File: config.mk
export PLATFORM = sky130hd
export DESIGN_NAME = mini_alu_seq_flat
export DESIGN_NICKNAME = d
export VERILOG_FILES = /design/src/rtl/mini_alu_pkg.sv /design/src/rtl/mini_alu_seq_if.sv /design/src/rtl/alu_mul_shift6.sv /design/src/rtl/mini_alu_seq.sv /design/src/flat_wrapper.sv
export SDC_FILE = /design/constraint.sdc
export NUM_CORES = 1
export LEC_CHECK = 0
export ABC_AREA = 1
export CAP_MARGIN = 20
export CORE_MARGIN = 1.5
export CORE_UTILIZATION = 40
export CTS_CLUSTER_SIZE = 40
export DETAILED_ROUTE_END_ITERATION = 10
export GPL_ROUTABILITY_DRIVEN = 0
export SLEW_MARGIN = 20
export SYNTH_ARGS = -nofsm -noshare
export SYNTH_HDL_FRONTEND = slang
export SYNTH_SLANG_ARGS = --single-unit
File: constraint.sdc
create_clock -name clk -period 3.5 [get_ports clk]
set_input_delay 0.7 -clock clk [delete_from_list [all_inputs] [get_ports clk]]
set_output_delay 0.7 -clock clk [all_outputs]
set_load 0.01 [all_outputs]
File: src/rtl/mini_alu_pkg.sv
// Shared opcodes, FSM state encoding and flag bundle for the Mini ALU sequencer.
package mini_alu_pkg;

    localparam logic [2:0] OP_ADD = 3'b000;
    localparam logic [2:0] OP_SUB = 3'b001;
    localparam logic [2:0] OP_NEG = 3'b010;
    localparam logic [2:0] OP_AND = 3'b011;
    localparam logic [2:0] OP_OR  = 3'b100;
    localparam logic [2:0] OP_XOR = 3'b101;
    localparam logic [2:0] OP_MUL = 3'b110;
    localparam logic [2:0] OP_CMP = 3'b111;

    typedef enum logic [1:0] {
        IDLE = 2'd0,
        EXEC = 2'd1,
        MUL  = 2'd2,
        DONE = 2'd3
    } state_t;

    typedef struct packed {
        logic z;
        logic n;
        logic c;
        logic v;
    } flags_t;

endpackage

File: src/rtl/mini_alu_seq_if.sv
// Operand and result channels of the Mini ALU sequencer.
// Both channels use valid/ready: a transfer happens on the rising edge where valid && ready; valid holds its payload until then.
interface mini_alu_seq_if #(parameter int WIDTH = 6) ();

    logic             in_valid;
    logic             in_ready;
    logic [2:0]       op;
    logic [WIDTH-1:0] a;
    logic [WIDTH-1:0] b;
    logic             out_valid;
    logic             out_ready;
    logic [WIDTH-1:0] result;
    logic             flag_z;
    logic             flag_n;
    logic             flag_c;
    logic             flag_v;

    modport master (
        output in_valid, op, a, b, out_ready,
        input  in_ready, out_valid, result, flag_z, flag_n, flag_c, flag_v
    );

    modport slave (
        input  in_valid, op, a, b, out_ready,
        output in_ready, out_valid, result, flag_z, flag_n, flag_c, flag_v
    );

endinterface

File: src/rtl/alu_mul_shift6.sv
// Unsigned shift-add multiplier: one multiplier bit per cycle, LSB first, WIDTH cycles per product.
module alu_mul_shift6 #(
    parameter int WIDTH = 6
) (
    input  logic               clk,
    input  logic               rst_n,
    input  logic               start,
    input  logic [WIDTH-1:0]   mcand,
    input  logic [WIDTH-1:0]   mplier,
    output logic [2*WIDTH-1:0] product,
    output logic               done
);

    localparam int CW = $clog2(WIDTH);

    logic [2*WIDTH-1:0] acc;
    logic [2*WIDTH-1:0] mcand_sh;
    logic [WIDTH-1:0]   mplier_sh;
    logic [CW-1:0]      cnt;
    logic               busy;
    logic               done_q;

    always_ff @(posedge clk or negedge rst_n) begin
        if (!rst_n) begin
            acc       <= '0;
            mcand_sh  <= '0;
            mplier_sh <= '0;
            cnt       <= '0;
            busy      <= 1'b0;
            done_q    <= 1'b0;
        end else if (start) begin
            acc       <= '0;
            mcand_sh  <= {{WIDTH{1'b0}}, mcand};
            mplier_sh <= mplier;
            cnt       <= '0;
            busy      <= 1'b1;
            done_q    <= 1'b0;
        end else if (busy) begin
            // The multiplicand shifts left in step with the counter, so each add lands at weight 2^cnt.
            if (mplier_sh[0]) begin
                acc <= acc + mcand_sh;
            end
            mcand_sh  <= mcand_sh << 1;
            mplier_sh <= mplier_sh >> 1;
            if (cnt == CW'(WIDTH - 1)) begin
                busy   <= 1'b0;
                done_q <= 1'b1;
            end else begin
                cnt <= cnt + CW'(1);
            end
        end
    end

    assign product = acc;
    assign done    = done_q;

endmodule

File: src/rtl/mini_alu_seq.sv
// Mini ALU sequencer: accepts an opcode and operands, runs single-cycle ops or the shift-add multiplier, returns a held result.
module mini_alu_seq
    import mini_alu_pkg::*;
#(
    parameter int WIDTH = 6
) (
    input  logic           clk,
    input  logic           rst_n,
    mini_alu_seq_if.slave  bus,
    output state_t         dbg_state
);

    localparam int M = WIDTH - 1;

    state_t             state;
    state_t             state_nxt;
    logic [2:0]         op_q;
    logic [WIDTH-1:0]   a_q;
    logic [WIDTH-1:0]   b_q;
    logic [WIDTH-1:0]   result_q;
    flags_t             flags_q;
    logic               exec_ok;
    logic               accept;
    logic               mul_start;
    logic [2*WIDTH-1:0] product;
    logic               mul_done;

    logic [WIDTH:0]     add_full;
    logic [WIDTH:0]     sub_full;
    logic [WIDTH-1:0]   alu_res;
    logic [WIDTH-1:0]   zn_src;
    flags_t             alu_flags;

    assign accept    = bus.in_valid && (state == IDLE);
    assign mul_start = accept && (bus.op == OP_MUL);

    alu_mul_shift6 #(.WIDTH(WIDTH)) u_mul (
        .clk     (clk),
        .rst_n   (rst_n),
        .start   (mul_start),
        .mcand   (bus.a),
        .mplier  (bus.b),
        .product (product),
        .done    (mul_done)
    );

    always_ff @(posedge clk or negedge rst_n) begin
        if (!rst_n) begin
            state <= IDLE;
        end else begin
            state <= state_nxt;
        end
    end

    always_comb begin
        state_nxt = state;
        case (state)
            IDLE: if (bus.in_valid) state_nxt = (bus.op == OP_MUL) ? MUL : EXEC;
            EXEC: if (exec_ok)      state_nxt = DONE;
            MUL:  if (mul_done)     state_nxt = DONE;
            DONE: if (bus.out_ready) state_nxt = IDLE;
            default:                state_nxt = IDLE;
        endcase
    end

    // SUB/CMP add the inverted subtrahend plus one; the carry out is the no-borrow bit.
    assign add_full = {1'b0, a_q} + {1'b0, b_q};
    assign sub_full = {1'b0, a_q} + {1'b0, ~b_q} + (WIDTH+1)'(1);

    always_comb begin
        alu_res   = '0;
        alu_flags = '0;
        case (op_q)
            OP_ADD: begin
                alu_res     = add_full[M:0];
                alu_flags.c = add_full[WIDTH];
                alu_flags.v = (a_q[M] == b_q[M]) && (add_full[M] != a_q[M]);
            end
            OP_SUB, OP_CMP: begin
                alu_res     = (op_q == OP_CMP) ? a_q : sub_full[M:0];
                alu_flags.c = sub_full[WIDTH];
                alu_flags.v = (a_q[M] != b_q[M]) && (sub_full[M] != a_q[M]);
            end
            OP_NEG: begin
                alu_res     = ~a_q + WIDTH'(1);
                alu_flags.c = (a_q == '0);
                alu_flags.v = (a_q == {1'b1, {M{1'b0}}});
            end
            OP_AND:  alu_res = a_q & b_q;
            OP_OR:   alu_res = a_q | b_q;
            OP_XOR:  alu_res = a_q ^ b_q;
            default: alu_res = '0;
        endcase
        // CMP returns a untouched but reports zero/negative of the difference.
        zn_src      = (op_q == OP_CMP) ? sub_full[M:0] : alu_res;
        alu_flags.z = (zn_src == '0);
        alu_flags.n = zn_src[M];
    end

    always_ff @(posedge clk or negedge rst_n) begin
        if (!rst_n) begin
            op_q     <= '0;
            a_q      <= '0;
            b_q      <= '0;
            result_q <= '0;
            flags_q  <= '0;
            exec_ok  <= 1'b0;
        end else begin
            if (accept) begin
                op_q <= bus.op;
                a_q  <= bus.a;
                b_q  <= bus.b;
            end
            // Result is captured on the first EXEC cycle; the second cycle hands over to DONE.
            exec_ok <= (state == EXEC) && !exec_ok;
            if ((state == EXEC) && !exec_ok) begin
                result_q <= alu_res;
                flags_q  <= alu_flags;
            end else if ((state == MUL) && mul_done) begin
                result_q  <= product[M:0];
                flags_q.z <= (product[M:0] == '0);
                flags_q.n <= product[M];
                flags_q.c <= |product[2*WIDTH-1:WIDTH];
                flags_q.v <= 1'b0;
            end
        end
    end

    assign bus.in_ready  = (state == IDLE);
    assign bus.out_valid = (state == DONE);
    assign bus.result    = result_q;
    assign bus.flag_z    = flags_q.z;
    assign bus.flag_n    = flags_q.n;
    assign bus.flag_c    = flags_q.c;
    assign bus.flag_v    = flags_q.v;
    assign dbg_state     = state;

endmodule
File: src/flat_wrapper.sv
// flat-port wrapper written by rule: the top's interface ports become plain ports
module mini_alu_seq_flat import mini_alu_pkg::*;
#(
    parameter int WIDTH = 6
)
  (clk, rst_n, dbg_state, bus_in_valid, bus_op, bus_a, bus_b, bus_out_ready, bus_in_ready, bus_out_valid, bus_result, bus_flag_z, bus_flag_n, bus_flag_c, bus_flag_v);
  mini_alu_seq_if #(.WIDTH(WIDTH)) bus_i ();
  input  logic clk;
  input  logic rst_n;
  output state_t dbg_state;
  input wire logic [$bits(bus_i.in_valid)-1:0] bus_in_valid;
  input wire logic [$bits(bus_i.op)-1:0] bus_op;
  input wire logic [$bits(bus_i.a)-1:0] bus_a;
  input wire logic [$bits(bus_i.b)-1:0] bus_b;
  input wire logic [$bits(bus_i.out_ready)-1:0] bus_out_ready;
  output wire logic [$bits(bus_i.in_ready)-1:0] bus_in_ready;
  output wire logic [$bits(bus_i.out_valid)-1:0] bus_out_valid;
  output wire logic [$bits(bus_i.result)-1:0] bus_result;
  output wire logic [$bits(bus_i.flag_z)-1:0] bus_flag_z;
  output wire logic [$bits(bus_i.flag_n)-1:0] bus_flag_n;
  output wire logic [$bits(bus_i.flag_c)-1:0] bus_flag_c;
  output wire logic [$bits(bus_i.flag_v)-1:0] bus_flag_v;
  assign bus_i.in_valid = bus_in_valid;
  assign bus_i.op = bus_op;
  assign bus_i.a = bus_a;
  assign bus_i.b = bus_b;
  assign bus_i.out_ready = bus_out_ready;
  assign bus_in_ready = bus_i.in_ready;
  assign bus_out_valid = bus_i.out_valid;
  assign bus_result = bus_i.result;
  assign bus_flag_z = bus_i.flag_z;
  assign bus_flag_n = bus_i.flag_n;
  assign bus_flag_c = bus_i.flag_c;
  assign bus_flag_v = bus_i.flag_v;
  mini_alu_seq #(.WIDTH(WIDTH)) u_core (.clk(clk), .rst_n(rst_n), .bus(bus_i), .dbg_state(dbg_state));
endmodule
==> results of run 1 <==
stage by stage:
stage | power, mW | area [um2]
2_1_floorplan | 3.464 | 4278
3_3_place_gp | 4.263 | 4733
3_5_place_dp | 4.312 | 4733
4_1_cts | 5.044 | 4957
5_1_grt | 5.552 | 4957
6_report | 5.031 | 4957
where the power goes:
group / internal, mW / switching, mW
combinational: 1.11 / 1.79
sequential: 1.07 / 0.350
clock: 0.440 / 0.275
total: 2.61 / 2.42
sequential cells by signal, summed over array words and instances (netlist names):
signal                  flops
u_core.bus.flag_c           1
u_core.u_mul.cnt            3
u_core.exec_ok              1
u_core.bus.flag_v           1
u_core.a_q                  6
u_core.b_q                  6
u_core.u_mul.done           1
u_core.op_q                 3
u_core.u_mul.mplier_sh      6
u_core.bus.result           6
u_core.u_mul.busy           1
u_core.u_mul.product       12
u_core.bus.flag_n           1
u_core.dbg_state            2
u_core.u_mul.mcand_sh      12
u_core.bus.flag_z           1
routing by layer:
metal / wire length [um] / vias to the layer above / track usage
li1: - / 1959 / -
met1: 5228 / 1832 / 0.2870
met2: 5152 / 71 / 0.3406
met3: 401 / 18 / 0.03066
met4: 249 / 0 / 0.07524
met5: 0 / - / 0
cell type report:
type                       count  area, um2
clock buffer                  13      158.9
timing repair buffer          36      345.3
multi-input combinational    418       2360
fill                        1081       5413
tap                          136      170.2
inverter                      75      281.5
sequential                    63       1577
clock inverter                 3      65.06
worst max path at each step:
stage	end	slack (ns)	cells after the start
6_report	u_core.bus.flag_z	1.15	13
5_1_grt	u_core.bus.flag_z	0.94	13
3_5_place_dp	u_core.u_mul.mplier_sh[1]	0.92	7
2_1_floorplan	u_core.bus.flag_z	1.50	13
4_1_cts	bus_in_ready	1.12	3
3_3_place_gp	u_core.u_mul.mplier_sh[4]	0.97	10
layout by cell type (no fill, tap or decap), types with 2 or more instances in the layout:
cell type | Yosys | layout
a21o_1 | 2 | 2
a21oi_1 | 25 | 25
buf_4 | 2 | 4
bufinv_16 | 0 | 2
clkbuf_1 | 4 | 2
clkbuf_8 | 0 | 11
clkdlybuf4s50_1 | 0 | 31
dfrtp_1 | 63 | 63
fa_1 | 3 | 3
ha_1 | 36 | 36
inv_1 | 69 | 69
inv_2 | 6 | 6
nand2_1 | 147 | 147
nand3_1 | 57 | 57
nand3b_1 | 3 | 3
nand4_1 | 11 | 11
nor2_1 | 38 | 38
nor2_2 | 4 | 4
nor2_4 | 2 | 2
nor3_2 | 3 | 3
nor4_1 | 2 | 2
o211ai_1 | 5 | 5
o21ai_0 | 42 | 42
o21bai_1 | 2 | 2
o221a_2 | 2 | 2
o221ai_1 | 4 | 4
o22ai_1 | 6 | 6
o311ai_0 | 2 | 2
o31ai_1 | 5 | 5
xnor2_1 | 2 | 2
xor2_1 | 7 | 7
kinds of logic after synthesis:
family	after synthesis	share of synthesized area
AND/OR/NAND/NOR	271	0.2773
AO/OA/AOI/OAI	99	0.1366
buffers and inverters	86	0.07984
flip-flops	63	0.3685
adder cells (fa/ha/maj)	39	0.1193
XOR/XNOR	9	0.01843
critical path: cells and delay by family (launching register included):
kind / cells / cell delay [ns]
buf+inv: 2 / 0.27
fa+ha+maj: 2 / 0.62
simple gates: 6 / 0.58
xor+xnor: 1 / 0.20
flops: 1 / 0.41
compound gates: 2 / 0.21
==> metrics.md, run 1 <==
| Metric | Value |
|---|---|
| Min cycle time layout | `around 2.4 ns` |
| Worst r2r path cells | `13` |
| Critical path origin | `u_core.a_q[0]` |
| Prevailing post-synth register cell | `dfrtp_1` |
| RSZ-0062 raised after global routing | `false` |
| Largest area contributor in the netlist | `dfrtp_1` |
| Top cells by count, synth | `nand2_1, inv_1, dfrtp_1` |
| Final Cycle Share | `0.6725` |
| Pwr/cell area | `1015 nW/um2` |
| Top-area cell type share of the netlist area | `0.3685` |
| Syn Area/Cell | `7.545 um2` |
| Final Core Density | `0.4780` |
| Drt pass-1 iters | `4` |
| Worst reg2reg endpoint | `u_core.bus.flag_z` |
| Final WS setup | `about 1.1 ns` |
| Number of global-route vias before repair | `3790` |
| Data required time of the critical path | `3.77 ns` |
| Global route overflow | `0` |
| Crit start category | `flop` |
| Crit end category | `flop` |
| Layout cell share with drive strength beyond 1 | `0.06250` |
| Count leader, synth | `nand2_1` |
| Number of diodes | `0` |
| First-pass GRT wire length | `around 19000 um` |
| Most used cell, CP | `nor2_1` |
| CTS tree | `done` |
| Maximum number of pins on one net before global-route repair | `28` |
| Synth cell types | `39` |
| Clock buffer depth | `2` |
| Dpl hpwl | `8743 um` |
| GRT Resource Usage Total | `0.2105` |
| Worst Tran Pin Value | `~0.55 ns` |
| Fin Setup TNS | `0 ns` |
| DRT antenna net count | `0` |
| Placed Cells | `728` |
| Row Count | `37` |
| Post-CTS Setup Repair Bufs | `0` |
| Mapped Nets | `about 630` |
| Number of flops mapped to enable cells by yosys | `0` |
| Total number of vias | `a little under 4000` |
| CTS root buffer | `clkbuf_8` |
| Worst skew pair latency | `0.34 ns` |
| Port Buffers | `32` |
| Peak supply drop | `around 0.00034 V` |
| Slowest-stage cell, CP | `dfrtp_1` |
| Total die area | `11320 um2` |
| Clk sinks | `63` |
| # DRC | `0` |
| Core area | `between 10000 and 15000 um2` |
| Worst Path Max Fanout | `7` |
| Htree depth | `3` |
| Final Hold Viols | `0` |
| Ranking of synthesized cells by area | `dfrtp_1, nand2_1, ha_1` |
| Pleak | `around 2.5 nW` |
| Die Span X | `roughly 110 um` |
| Die Height | `~110 um` |
| Synth Cell Area | `4278 um2` |
| Worst path cell trace | `inv_1, ha_1, inv_1, fa_1, xor2_1, nor2_1, nor2_1, o21ai_0, nor2_1, nand3_1, nand2_1, nand3_1, a21oi_1` |
| Hold Buf Count CTS | `0` |
| Nets@finish | `between 600 and 700` |
| TritonCTS Buffers | `9` |
| Worst hold path class | `in -> async` |
| R2r setup slk | `1.15 ns` |
| Yosys Warn Count | `0` |
| Initial antenna violation count | `0` |
| # IOs | `33` |
| Place WS | `about 0.9 ns` |
| Routed wire length | `11030 um` |
| Fmax | `between 400 and 500 MHz` |
| Max-Cap Viols | `0` |
| Async SR Flop Fraction | `1.000` |
| DR iter-0 viols | `276` |
| Worst R2R Start | `u_core.a_q[0]` |
| Via/cell ratio | `5.215` |
| Wire per inst | `approximately 15 um` |
| Clock Skew | `about 0.010 ns` |
| Critical path type | `reg -> reg` |
| Post-CTS Resized | `0` |
| Yosys reg bits | `63` |
| CTS clk-pin slew, worst paths | `roughly 0.07 ns` |
| Initial Util | `0.4125` |
| Post-route insts no fill | `about 740` |
| Area Growth Syn to Fin | `15.88%` |
| Arrival time at the worst endpoint | `roughly 2.6 ns` |
| Status | `finished, final reports clean` |
| Delay of the slowest critical-path stage | `just over 0.4 ns` |
| Max-slew headroom | `0.6335` |
| Number of setup violations in the final report | `0` |
| Mapped Cells | `roughly 570` |
| Slew Limit Fails | `0` |
| Seq/Total Area, Yosys | `0.3685` |
| Worst hold slack | `approximately 0.31 ns` |
(Power assumes the default switching activity.)
==> inputs of run 2 (changes only) <==
==> constraint.sdc (replaced) <==
create_clock -name clk -period 2.2 [get_ports clk]
set_input_delay 0.44 -clock clk [delete_from_list [all_inputs] [get_ports clk]]
set_output_delay 0.44 -clock clk [all_outputs]
set_load 0.01 [all_outputs]
==> metrics.md, run 2 (synthesis gave the netlist of run 1 again) <==
| Metric | Value |
|---|---|
| Number of diodes | `0 (unchanged)` |
| Slowest-stage cell, CP | `fa_2` |
| Number of global-route vias before repair | `3972 (+4.8%)` |
| TritonCTS Buffers | `9 (unchanged)` |
| Core area | `10370 um2 (unchanged)` |
| Number of setup violations in the final report | `0 (unchanged)` |
| Total number of vias | `3976 (+2.5%)` |
| Peak supply drop | `0.0005648 V (+66%)` |
| Total power | `8.269 mW (+64%)` |
| Commonest non-fill, non-tap cell in the layout | `nand2_1` |
| Data required time of the critical path | `2.47 ns (-1.30 ns)` |
| Delay of the slowest critical-path stage | `0.45 ns (+0.04 ns)` |
| Row Count | `37 (unchanged)` |
| Fin Setup TNS | `0 ns (unchanged)` |
| Crit end category | `flop` |
| DR iter-0 viols | `314 (+14%)` |
| Area Growth Syn to Fin | `20.50%` |
| Worst path cell trace | `buf_4, ha_2, fa_2, nand2_1, nand2_1, nor2_1, nand2_1, nor2_1, nor2_1, nor2_1, nand3_2, a21oi_2` |
| CTS root buffer | `clkbuf_8` |
| Layout cell share with drive strength beyond 1 | `0.1159 (+0.05337)` |
| # DRC | `0 (unchanged)` |
| CTS clk-pin slew, worst paths | `0.07 ns (about the same)` |
| Worst Tran Pin Value | `0.7768 ns (+0.2300 ns)` |
| Worst skew pair latency | `0.34 ns (about the same)` |
| Arrival time at the worst endpoint | `2.42 ns (-0.20 ns)` |
| Initial antenna violation count | `0 (unchanged)` |
| Fmax | `466.0 MHz (+9.7%)` |
| DRT antenna net count | `0 (unchanged)` |
| Critical path type | `reg -> reg` |
| RSZ-0062 raised after global routing | `true` |
| Initial Util | `0.4125 (unchanged)` |
| Cell area after layout | `5155 um2 (+4.0%)` |
| Drt pass-1 iters | `5 (+1)` |
| Slew Limit Fails | `0 (unchanged)` |
| Status | `finished, final reports clean` |
| Most frequent cells in the layout | `nand2_1, inv_1, dfrtp_1` |
| Max-Cap Viols | `0 (unchanged)` |
| Routed wire length | `11330 um (+2.7%)` |
| GRT Resource Usage Total | `0.2166 (+0.006113)` |
| Worst hold path class | `in -> async` |
| Worst Path Max Fanout | `4 (-3)` |
| Max-slew headroom | `0.4822 (-0.1513)` |
| Htree depth | `3 (unchanged)` |
| Final Hold Viols | `0 (unchanged)` |
| Clock Skew | `0.01010 ns (-0.00007640 ns)` |
| CTS tree | `done` |
| Dpl hpwl | `8920 um (+2.0%)` |
| Final Core Density | `0.4971 (+0.01906)` |
| Port Buffers | `32 (unchanged)` |
| Most used cell, CP | `nor2_1` |
| Total die area | `11320 um2 (unchanged)` |
| First-pass GRT wire length | `19320 um (+3.0%)` |
| Die Span X | `106.4 um (unchanged)` |
| Min cycle time layout | `2.146 ns (-0.2079 ns)` |
| Nets@finish | `684 (+3.5%)` |
| Post-DP Area | `4903 um2 (+3.6%)` |
| Crit start category | `flop` |
| Clock buffer depth | `2 (unchanged)` |
| # IOs | `33 (unchanged)` |
| Final Cycle Share | `0.9753 (+0.3029)` |
| Die Height | `106.4 um (unchanged)` |
| Wire per inst | `14.78 um (-0.28%)` |
| Pwr/cell area | `1604 nW/um2 (+58%)` |
| Maximum number of pins on one net before global-route repair | `34 (+21%)` |
| Via/cell ratio | `5.191 (-0.47%)` |
| Pleak | `2.545 nW (+3.5%)` |
| Global route overflow | `0 (unchanged)` |
| Clk sinks | `63 (unchanged)` |
-- run 2: final cells by class --
class	instances	area, um2
repair buffers	59	530.5
well taps	136	170.2
inverters	75	281.5
clock buffers	15	176.4
fillers	1038	5215
multi-input cells	418	2420
flip-flops and latches	63	1577
-- run 2: worst paths after layout --
path	start	end	slack [ns]	cells after the start
max	u_core.a_q[0]	u_core.bus.flag_z	0.05	12
min	rst_n	u_core.dbg_state[1]	0.18	1
max reg2reg	u_core.a_q[0]	u_core.bus.flag_z	0.05	12
min reg2reg	u_core.bus.flag_v	u_core.bus.flag_v	0.48	2
max in group asynchronous	rst_n	u_core.a_q[4]	1.42	2
min in group clk	u_core.bus.flag_v	u_core.bus.flag_v	0.48	2
-- run 2: critical path: cells and delay by family (launching register included) --
| kind | cells | cell delay, ns |
|---|---|---|
| and+or+nand+nor | 8 | 0.76 |
| DFF | 1 | 0.38 |
| buffers and inverters | 1 | 0.12 |
| adders and majority gates | 2 | 0.67 |
| AOI/OAI and AO/OA | 1 | 0.13 |
-- run 2: repair_timing --
action / CTS / global route
gates resized for setup: 0 / 18
setup buffers: 0 / 2
hold buffers: 0 / 0
setup endpoints to repair: 0 / 5
-- run 2: power by group --
group	switching [mW]	internal (mW)	total, mW
Sequential	0.512	1.70	2.21
Clock	0.428	0.498	0.925
Combinational	3.03	2.10	5.13
-- run 2: per-layer routing --
layer | GRT usage | wire length, um | vias to the layer above
li1 | - | - | 1998
met4 | 0.08381 | 308 | 0
met3 | 0.04414 | 522 | 28
met2 | 0.3387 | 5010 | 90
met1 | 0.2945 | 5484 | 1860
met5 | 0 | 0 | -
-- run 2: through the flow --
step                setup slack [ns]  cells  hold slack [ns]
CTS                          0.06234    764           0.1987
detailed placement           0.05472    749           0.4645
global route                -0.06859    766           0.2354
global placement              0.1272    749           0.4642
finish                       0.05426    766           0.1818
floorplan                     0.1988    567           0.1444
==> inputs of run 3 (changes only) <==
--- a/config.mk
+++ b/config.mk
@@ -12,6 +12,7 @@
 export CTS_CLUSTER_SIZE = 40
 export DETAILED_ROUTE_END_ITERATION = 10
 export GPL_ROUTABILITY_DRIVEN = 0
+export SKIP_CTS_REPAIR_TIMING = 1
 export SLEW_MARGIN = 20
 export SYNTH_ARGS = -nofsm -noshare
 export SYNTH_HDL_FRONTEND = slang
==> results of run 3 <==
Same layout as run 2: the final DEF is identical, and so are final timing and power.
